### src/rtl/counter_8b_updown.sv
// 8-bit up/down counter with an asynchronous active-low clear.
// Provides combinational boundary flags and registered one-cycle wrap pulses.
module counter_8b_updown #(
   parameter int                 WIDTH     = 8,
   parameter logic [WIDTH-1:0]   RESET_VAL = '0
) (
   input  logic             clk,
   input  logic             reset,
   input  logic             dir,
   output logic [WIDTH-1:0] count,
   output logic             at_max,
   output logic             at_min,
   output logic             wrap_up,
   output logic             wrap_dn
);

   localparam logic [WIDTH-1:0] ONE = WIDTH'(1);

   generate
      if (WIDTH != 8) begin : g_width_chk
         $error("counter_8b_updown is fixed at WIDTH = 8");
      end
   endgenerate

   logic [WIDTH-1:0] r_count;
   logic             r_wrap_up;
   logic             r_wrap_dn;

   logic [WIDTH-1:0] w_next;
   logic             w_is_max;
   logic             w_is_min;

   always_comb begin
      w_is_max = (r_count == {WIDTH{1'b1}});
      w_is_min = (r_count == {WIDTH{1'b0}});
      w_next   = dir ? (r_count + ONE) : (r_count - ONE);
   end

   // The wrap pulses are decided from the pre-step value on the same edge as the step.
   always_ff @(posedge clk or negedge reset) begin
      if (!reset) begin
         r_count   <= RESET_VAL;
         r_wrap_up <= 1'b0;
         r_wrap_dn <= 1'b0;
      end else begin
         r_count   <= w_next;
         r_wrap_up <= dir & w_is_max;
         r_wrap_dn <= ~dir & w_is_min;
      end
   end

   assign count   = r_count;
   assign at_max  = w_is_max;
   assign at_min  = w_is_min;
   assign wrap_up = r_wrap_up;
   assign wrap_dn = r_wrap_dn;

endmodule

### config.mk
export PLATFORM = sky130hd
export DESIGN_NAME = counter_8b_updown
export DESIGN_NICKNAME = d
export VERILOG_FILES = /design/src/rtl/counter_8b_updown.sv
export SDC_FILE = /design/constraint.sdc
export NUM_CORES = 1
export LEC_CHECK = 0
export ABC_CLOCK_PERIOD_IN_PS = 1800
export CAP_MARGIN = 40
export CORE_AREA = 2 2 40 42
export CTS_BUF_LIST = sky130_fd_sc_hd__clkbuf_4
export CTS_CLUSTER_DIAMETER = 150
export DETAILED_ROUTE_END_ITERATION = 10
export DIE_AREA = 0 0 42 44
export GPL_TIMING_DRIVEN = 1
export MAX_ROUTING_LAYER = met4
export PLACE_DENSITY = 0.71
export SLEW_MARGIN = 20
export SYNTH_ARGS = -nofsm -noshare
export SYNTH_HDL_FRONTEND = slang
export SYNTH_SLANG_ARGS = --single-unit
### constraint.sdc
create_clock -name clk -period 1.8 [get_ports clk]
set_input_delay 0.36 -clock clk [delete_from_list [all_inputs] [get_ports clk]]
set_output_delay 0.36 -clock clk [all_outputs]
set_load 0.05 [all_outputs]
==> reports/summary.log, run 1 <==
[final_layout] multi-input combinational cell area 408 µm²
[synthesis] Post-Synthesis Cells 57
[detailed_routing] aggregate routed wire length 1.72 mm
[critical_path] Worst Setup End Kind primary output
[placement] global placer's final weighted congestion 0.793
[sta] final max-slew violation count 0
[critical_path] highest cell delay on the worst timing path 0.52 ns
[final_layout] n_diodes 0
[final_layout] fraction of layout cells with a size suffix above 1 51.6%
[outcome] failing checks setup timing
[clock_network] CTS Buf Count 3
[synthesis] Post-Syn Area 598 µm²
[grt] pin count of the biggest net entering global routing 11
[critical_path] Critical Path Slowest Stage Cell sky130_fd_sc_hd__or4_4
[clock_network] root buf cell sky130_fd_sc_hd__clkbuf_4
[grt] global route hottest layer met2
[placement] number of input and output port buffers inserted 14
[synthesis] part of the Yosys area used for sequential elements 41.8%
[synthesis] Synthesis Warnings 0
[sta] final number of hold-violating endpoints 0
[synthesis] per-instance average area after synthesis 10.5 µm²
[synthesis] dominant cell type by area after synthesis sky130_fd_sc_hd__dfrtp_1
[final_layout] final cell count without fillers 111
[grt] met3 routing resource usage after global routing 3.75%
[detailed_routing] number of detailed-routing iterations run before antenna repair 4
[worst_hold_path] HP Class input pin to asynchronous set/reset pin
[floorplan] width of the die 42 µm
[critical_path] number of buffers and inverters on the critical path 1
[grt] global-route wire length before repair 2.97 mm
[detailed_routing] number of remaining DRC errors 0
[clock_network] clock-pin slew on the worst setup and hold paths 0.07 ns
[detailed_routing] DRC marker count from the first detailed-route iteration 7
[critical_path] startpoint type of the worst setup path register
[power_and_ir_drop] Cell Pwr Density 1930 mW/mm²
[sta] max-slew headroom at the worst pin 67.7%
[clock_network] maximum level of the CTS H-tree 1
[placement] number of placed cells counting well taps 103
[final_layout] register cell area after layout 251 µm²
[placement] Detailed Place HPWL 1.19 mm
[final_layout] area overhead of the layout relative to synthesis 70.9%
[synthesis] Synth top area share 41.8%
[power_and_ir_drop] IR Drop Worst-Case VDD 0.916 mV
[detailed_routing] mean number of vias per cell 5.50
[sta] share of the cycle needed by the critical path after routing 103%
[clock_network] clk_lat worst skew 0.27 ns
[grt] gr ovfl total 0
[sta] setup repair after global routing missed its margin true
[synthesis] post-synthesis cell type count 21
[sta] transition time at the pin with the least slew margin 0.483 ns
[sta] clock period minus final worst setup slack 1.85 ns
[placement] Post-Place Worst Slack -0.381 ns
[final_layout] Final Core Density 72.0%
[clock_network] TritonCTS clock tree yes
[sta] worst clock skew 0.00614 ns
[critical_path] worst setup path category register to primary output
[detailed_routing] total vias in the final route 611
[floorplan] initial cell density of the core 42.2%
[floorplan] Core Rows 14
[synthesis] syn_nets 67
[power_and_ir_drop] Pleak 0.000448 µW
[grt] number of global-route vias before repair 648
[critical_path] worst-path maximum fanout 4
[synthesis] Synth Register Bits 10
[floorplan] area enclosed by the die boundary 0.00185 mm²
[power_and_ir_drop] total power 1970 µW
[grt] global-route total usage across every layer 23.0%
[final_layout] final layout net count 106
[outcome] status complete, but fails checks
[critical_path] required time worst endpoint 1.44 ns
[grt] met2 Track Usage GR 38.8%
[sta] Worst Hold Margin 0.414 ns
[grt] initial antenna violation count 0
[sta] Achievable Freq 539 MHz
[floorplan] Core Box Area 0.00142 mm²
[critical_path] Data arrival, critical path 1.49 ns
[floorplan] vertical extent of the die 44 µm
[detailed_routing] average wire per standard cell 15.5 µm
[critical_path] kind of cell adding the most delay to the critical path simple AND/OR/NAND/NOR gates
[sta] slack of the critical path -0.0542 ns
[detailed_routing] count of antenna-violating nets left after detailed routing 0
[final_layout] layout filler cell count 102
[grt] Global Route met1 Usage 26.4%
[clock_network] count of clock tree sinks 10
[floorplan] ports placed on the boundary 15
[synthesis] cells taking the most area after synthesis sky130_fd_sc_hd__dfrtp_1, sky130_fd_sc_hd__ha_1, sky130_fd_sc_hd__xor2_1
[flow_run] number of maximum-capacitance constraint violations 0
[clock_network] Max clock buf depth 2
[sta] total of endpoints with negative setup slack in the final report 1
[critical_path] crit-path cells or4_4 -> nor2_4 -> buf_12
[power by group]
part	internal, µW	total (µW)	switching [µW]
registers	317	411	93.7
clock network	80.2	162	81.4
logic	640	1400	762
[state kept, by name, summed over array words and instances (netlist names)]
register  cells
wrap_dn       1
wrap_up       1
count         8
[cells in the mapped netlist, drive strengths merged]
| master | count |
|---|---|
| a21oi | 5 |
| ha | 6 |
| nand4 | 3 |
| nor3 | 3 |
| or4b | 1 |
| nand2 | 2 |
| a21o | 2 |
| o21ai | 3 |
| o211ai | 3 |
| nor3b | 2 |
| inv | 3 |
| a2bb2oi | 1 |
| xnor2 | 2 |
| fa | 1 |
| nor2 | 2 |
| dfrtp | 10 |
| a31oi | 1 |
| xor2 | 3 |
| or4 | 2 |
| a211oi | 2 |
[routing by layer]
layer  vias up  share of wire (%)
li1        297                  -
met1       292                 42
met2        18                 52
met3         4                3.8
met4         0                1.7
met5         -                  0
[cells by family after synthesis]
family	share of synthesized area (%)
compound gates	18.2
xor+xnor	7.32
fa+ha+maj	15.9
buf+inv	1.88
flops	41.8
simple gates	14.9
[stage by stage]
step	TNS (ns)	instance area (µm²)
final	-0.0542	1020
after detailed placement	-1.46	883
after floorplan	-0.0886	608
after global placement	-1.28	883
after CTS	-0.0524	1010
after global routing	-0.0961	1020
[layout make-up]
| cell class | instances | share of cell area (%) |
|---|---|---|
| well taps | 16 | 1.96 |
| repair buffers | 34 | 29.5 |
| multi-input cells | 44 | 39.9 |
| flip-flops and latches | 10 | 24.6 |
| clock inverters | 1 | 0.367 |
| inverters | 3 | 1.47 |
| clock buffers | 3 | 2.20 |
[final timing paths]
path / from / end / slack (ns) / cells past startpoint
setup / recovery: count[5] / at_min / -0.05 / 3
hold / removal: reset / count[7] / 0.41 / 1
setup reg to reg: count[3] / count[6] / 0.15 / 6
hold reg to reg: count[0] / count[0] / 0.49 / 1
max in group asynchronous: reset / count[1] / 1.03 / 1
min in group clk: count[0] / count[0] / 0.49 / 1
[cells in the final DEF, fill, tap and decap left out, drive strengths merged]
master / Yosys / routed
ha: 6 / 6
or4: 2 / 2
o21ai: 3 / 3
or4b: 1 / 1
o211ai: 3 / 3
clkdlybuf4s50: 0 / 1
clkinvlp: 0 / 1
a21o: 2 / 2
clkdlybuf4s15: 0 / 1
xor2: 3 / 3
a2bb2oi: 1 / 1
nand4: 3 / 3
clkinv: 0 / 1
nor3b: 2 / 2
inv: 3 / 2
nor3: 3 / 3
a31oi: 1 / 1
nand2: 2 / 2
fa: 1 / 1
buf: 0 / 32
a21oi: 5 / 5
nor2: 2 / 2
dfrtp: 10 / 10
xnor2: 2 / 2
a211oi: 2 / 2
clkbuf: 0 / 3
[what timing repair did]
action | 4_1_cts | 5_1_grt
cloned | 0 | 0
buffers inserted | 2 | 2
hold buffers | 0 | 0
gates resized for setup | 13 | 1
pin swaps | 0 | 0
endpoints found under the setup margin | 5 | 4
(Power assumes the default switching activity.)
==> run 2: changes to the inputs <==
Settings changed: RECOVER_POWER from default to 50.
==> reports/summary.log, run 2 (synthesized netlist as in run 1, its figures left out) <==
[outcome] status complete, but fails checks
[outcome] failing checks setup timing
[detailed_routing] Met2 Routed Length 899 µm
[critical_path] crit-path cells or4_4 -> nor2_4 -> buf_12
[clock_network] maximum level of the CTS H-tree 1
[floorplan] initial cell density of the core 42.2%
[power_and_ir_drop] sequential power share 20.8%
[sta] max-slew headroom at the worst pin 60.6%
[floorplan] Core Rows 14
[sta] share of the cycle needed by the critical path after routing 103%
[detailed_routing] uppermost signal routing layer after detailed routing met4
[placement] number of placed cells counting well taps 103
[sta] Achievable Freq 539 MHz
[final_layout] max FFs per register 8
[detailed_routing] average wire per standard cell 15.5 µm
[power_and_ir_drop] IR Drop Worst-Case VDD 0.916 mV
[power_and_ir_drop] Switching Fraction 47.5%
[floorplan] width of the die 42 µm
[floorplan] area enclosed by the die boundary 0.00185 mm²
[floorplan] Core Box Area 0.00142 mm²
[floorplan] ports placed on the boundary 15
[grt] number of global-route vias before repair 648
[detailed_routing] metal1 wirelength 714 µm
[critical_path] worst-path maximum fanout 4
[critical_path] required time worst endpoint 1.44 ns
[sta] setup repair after global routing missed its margin true
[sta] final max-slew violation count 0
[clock_network] count of clock tree sinks 10
[power_and_ir_drop] Internal Dissipation 1040 µW
[sta] transition time at the pin with the least slew margin 0.594 ns
[detailed_routing] number of remaining DRC errors 0
[detailed_routing] mean number of vias per cell 5.50
[placement] global placer's final weighted congestion 0.793
[placement] Detailed Place HPWL 1.19 mm
[floorplan] vertical extent of the die 44 µm
[detailed_routing] total vias in the final route 611
[final_layout] area overhead of the layout relative to synthesis 69.7%
[sta] total of endpoints with negative setup slack in the final report 1
[clock_network] clock-pin slew on the worst setup and hold paths 0.07 ns
[detailed_routing] count of antenna-violating nets left after detailed routing 0
[critical_path] worst setup path category register to primary output
[power_and_ir_drop] logic gate share of total power 71.0%
[placement] number of input and output port buffers inserted 14
[power_and_ir_drop] clock share of power 8.2%
[grt] global-route total usage across every layer 23.0%
[sta] worst clock skew 0.00614 ns
[sta] slack of the critical path -0.0542 ns
[clock_network] total of hold buffers inserted after clock tree synthesis 0
[critical_path] Critical Path Slowest Stage Cell sky130_fd_sc_hd__or4_4
[power_and_ir_drop] Cell Pwr Density 1940 mW/mm²
[power_and_ir_drop] Sw Pwr 937 µW
[sta] final number of hold-violating endpoints 0
[sta] clock period minus final worst setup slack 1.85 ns
[placement] Post-Place Worst Slack -0.381 ns
[clock_network] clk_lat worst skew 0.27 ns
[final_layout] Final Core Density 71.5%
[power_and_ir_drop] Pleak 0.000440 µW
[grt] initial antenna violation count 0
[final_layout] final cell count without fillers 111
[worst_hold_path] HP Class input pin to asynchronous set/reset pin
[detailed_routing] DRC marker count from the first detailed-route iteration 7
[grt] global-route wire length before repair 2.97 mm
[grt] pin count of the biggest net entering global routing 11
[critical_path] register-to-register setup slack 0.15 ns
[detailed_routing] aggregate routed wire length 1.72 mm
[critical_path] startpoint type of the worst setup path register
[critical_path] highest cell delay on the worst timing path 0.52 ns
[critical_path] Data arrival, critical path 1.49 ns
[final_layout] fraction of layout cells with a size suffix above 1 49.5%
[detailed_routing] DR WL met3 73 µm
[clock_network] TritonCTS clock tree yes
[critical_path] Worst Setup End Kind primary output
[detailed_routing] number of detailed-routing iterations run before antenna repair 4
[flow_run] number of maximum-capacitance constraint violations 0
[clock_network] Max clock buf depth 2
[grt] gr ovfl total 0
[clock_network] root buf cell sky130_fd_sc_hd__clkbuf_4
[final_layout] final layout net count 106
[final_layout] leading cell types in the layout, fill and taps excluded sky130_fd_sc_hd__buf_4, sky130_fd_sc_hd__dfrtp_1, sky130_fd_sc_hd__a21oi_1
[final_layout] n_diodes 0
[clock_network] CTS Buf Count 3
[final_layout] leading cell type in the layout, fill and taps excluded sky130_fd_sc_hd__buf_4
-- run 2: what timing repair did --
item                                    in CTS  in global routing
endpoints found under the setup margin       5                  4
resized for setup                           13                  1
hold endpoints to repair                     0                  0
cloned                                       0                  0
buffers inserted                             2                  2
-- run 2: per-layer routing --
metal  vias up  track usage, %
met2        18            38.8
met3         4            3.75
met1       292            26.4
met4         0            11.6
met5         -               -
li1        297               -
-- run 2: layout make-up --
class	instances	area, µm²
clock buffers	3	22.5
clock inverters	1	3.75
fillers	104	404
inverters	3	15.0
multi-input cells	44	408
flip-flops and latches	10	251
well taps	16	20.0
repair buffers	34	294
-- run 2: power groups by stage --
stage          Combinational (µW)  Sequential (µW)  Clock [µW]
2_1_floorplan                 485              678           0
3_3_place_gp                 1220              395           0
3_5_place_dp                 1240              397           0
4_1_cts                      1360              406         163
5_1_grt                      1510              427         181
6_report                     1400              411         162
-- run 2: path summary, 6_finish.rpt --
check	end	startpoint	cells past startpoint
hold / removal	count[7]	reset	1
hold reg to reg	count[0]	count[0]	1
max in group asynchronous	count[1]	reset	1
setup reg to reg	count[6]	count[3]	6
min in group clk	count[0]	count[0]	1
setup / recovery	at_min	count[5]	3
-- run 2: worst max-delay path, delay by kind of cell, from the launching register on --
kind | cells | cell delay [ns]
simple gates | 2 | 0.66
buf+inv | 1 | 0.14
flops | 1 | 0.42
-- run 2: through the flow --
stage | hold slack [ns] | power [µW] | setup TNS [ns] | instance area [µm²]
3_3_place_gp | 0.470 | 1620 | -1.28 | 883
6_report | 0.484 | 1970 | -0.0542 | 1010
2_1_floorplan | 0.0644 | 1160 | -0.0886 | 608
3_5_place_dp | 0.479 | 1640 | -1.46 | 883
5_1_grt | 0.511 | 2120 | -0.0961 | 1010
4_1_cts | 0.430 | 1930 | -0.0524 | 1010
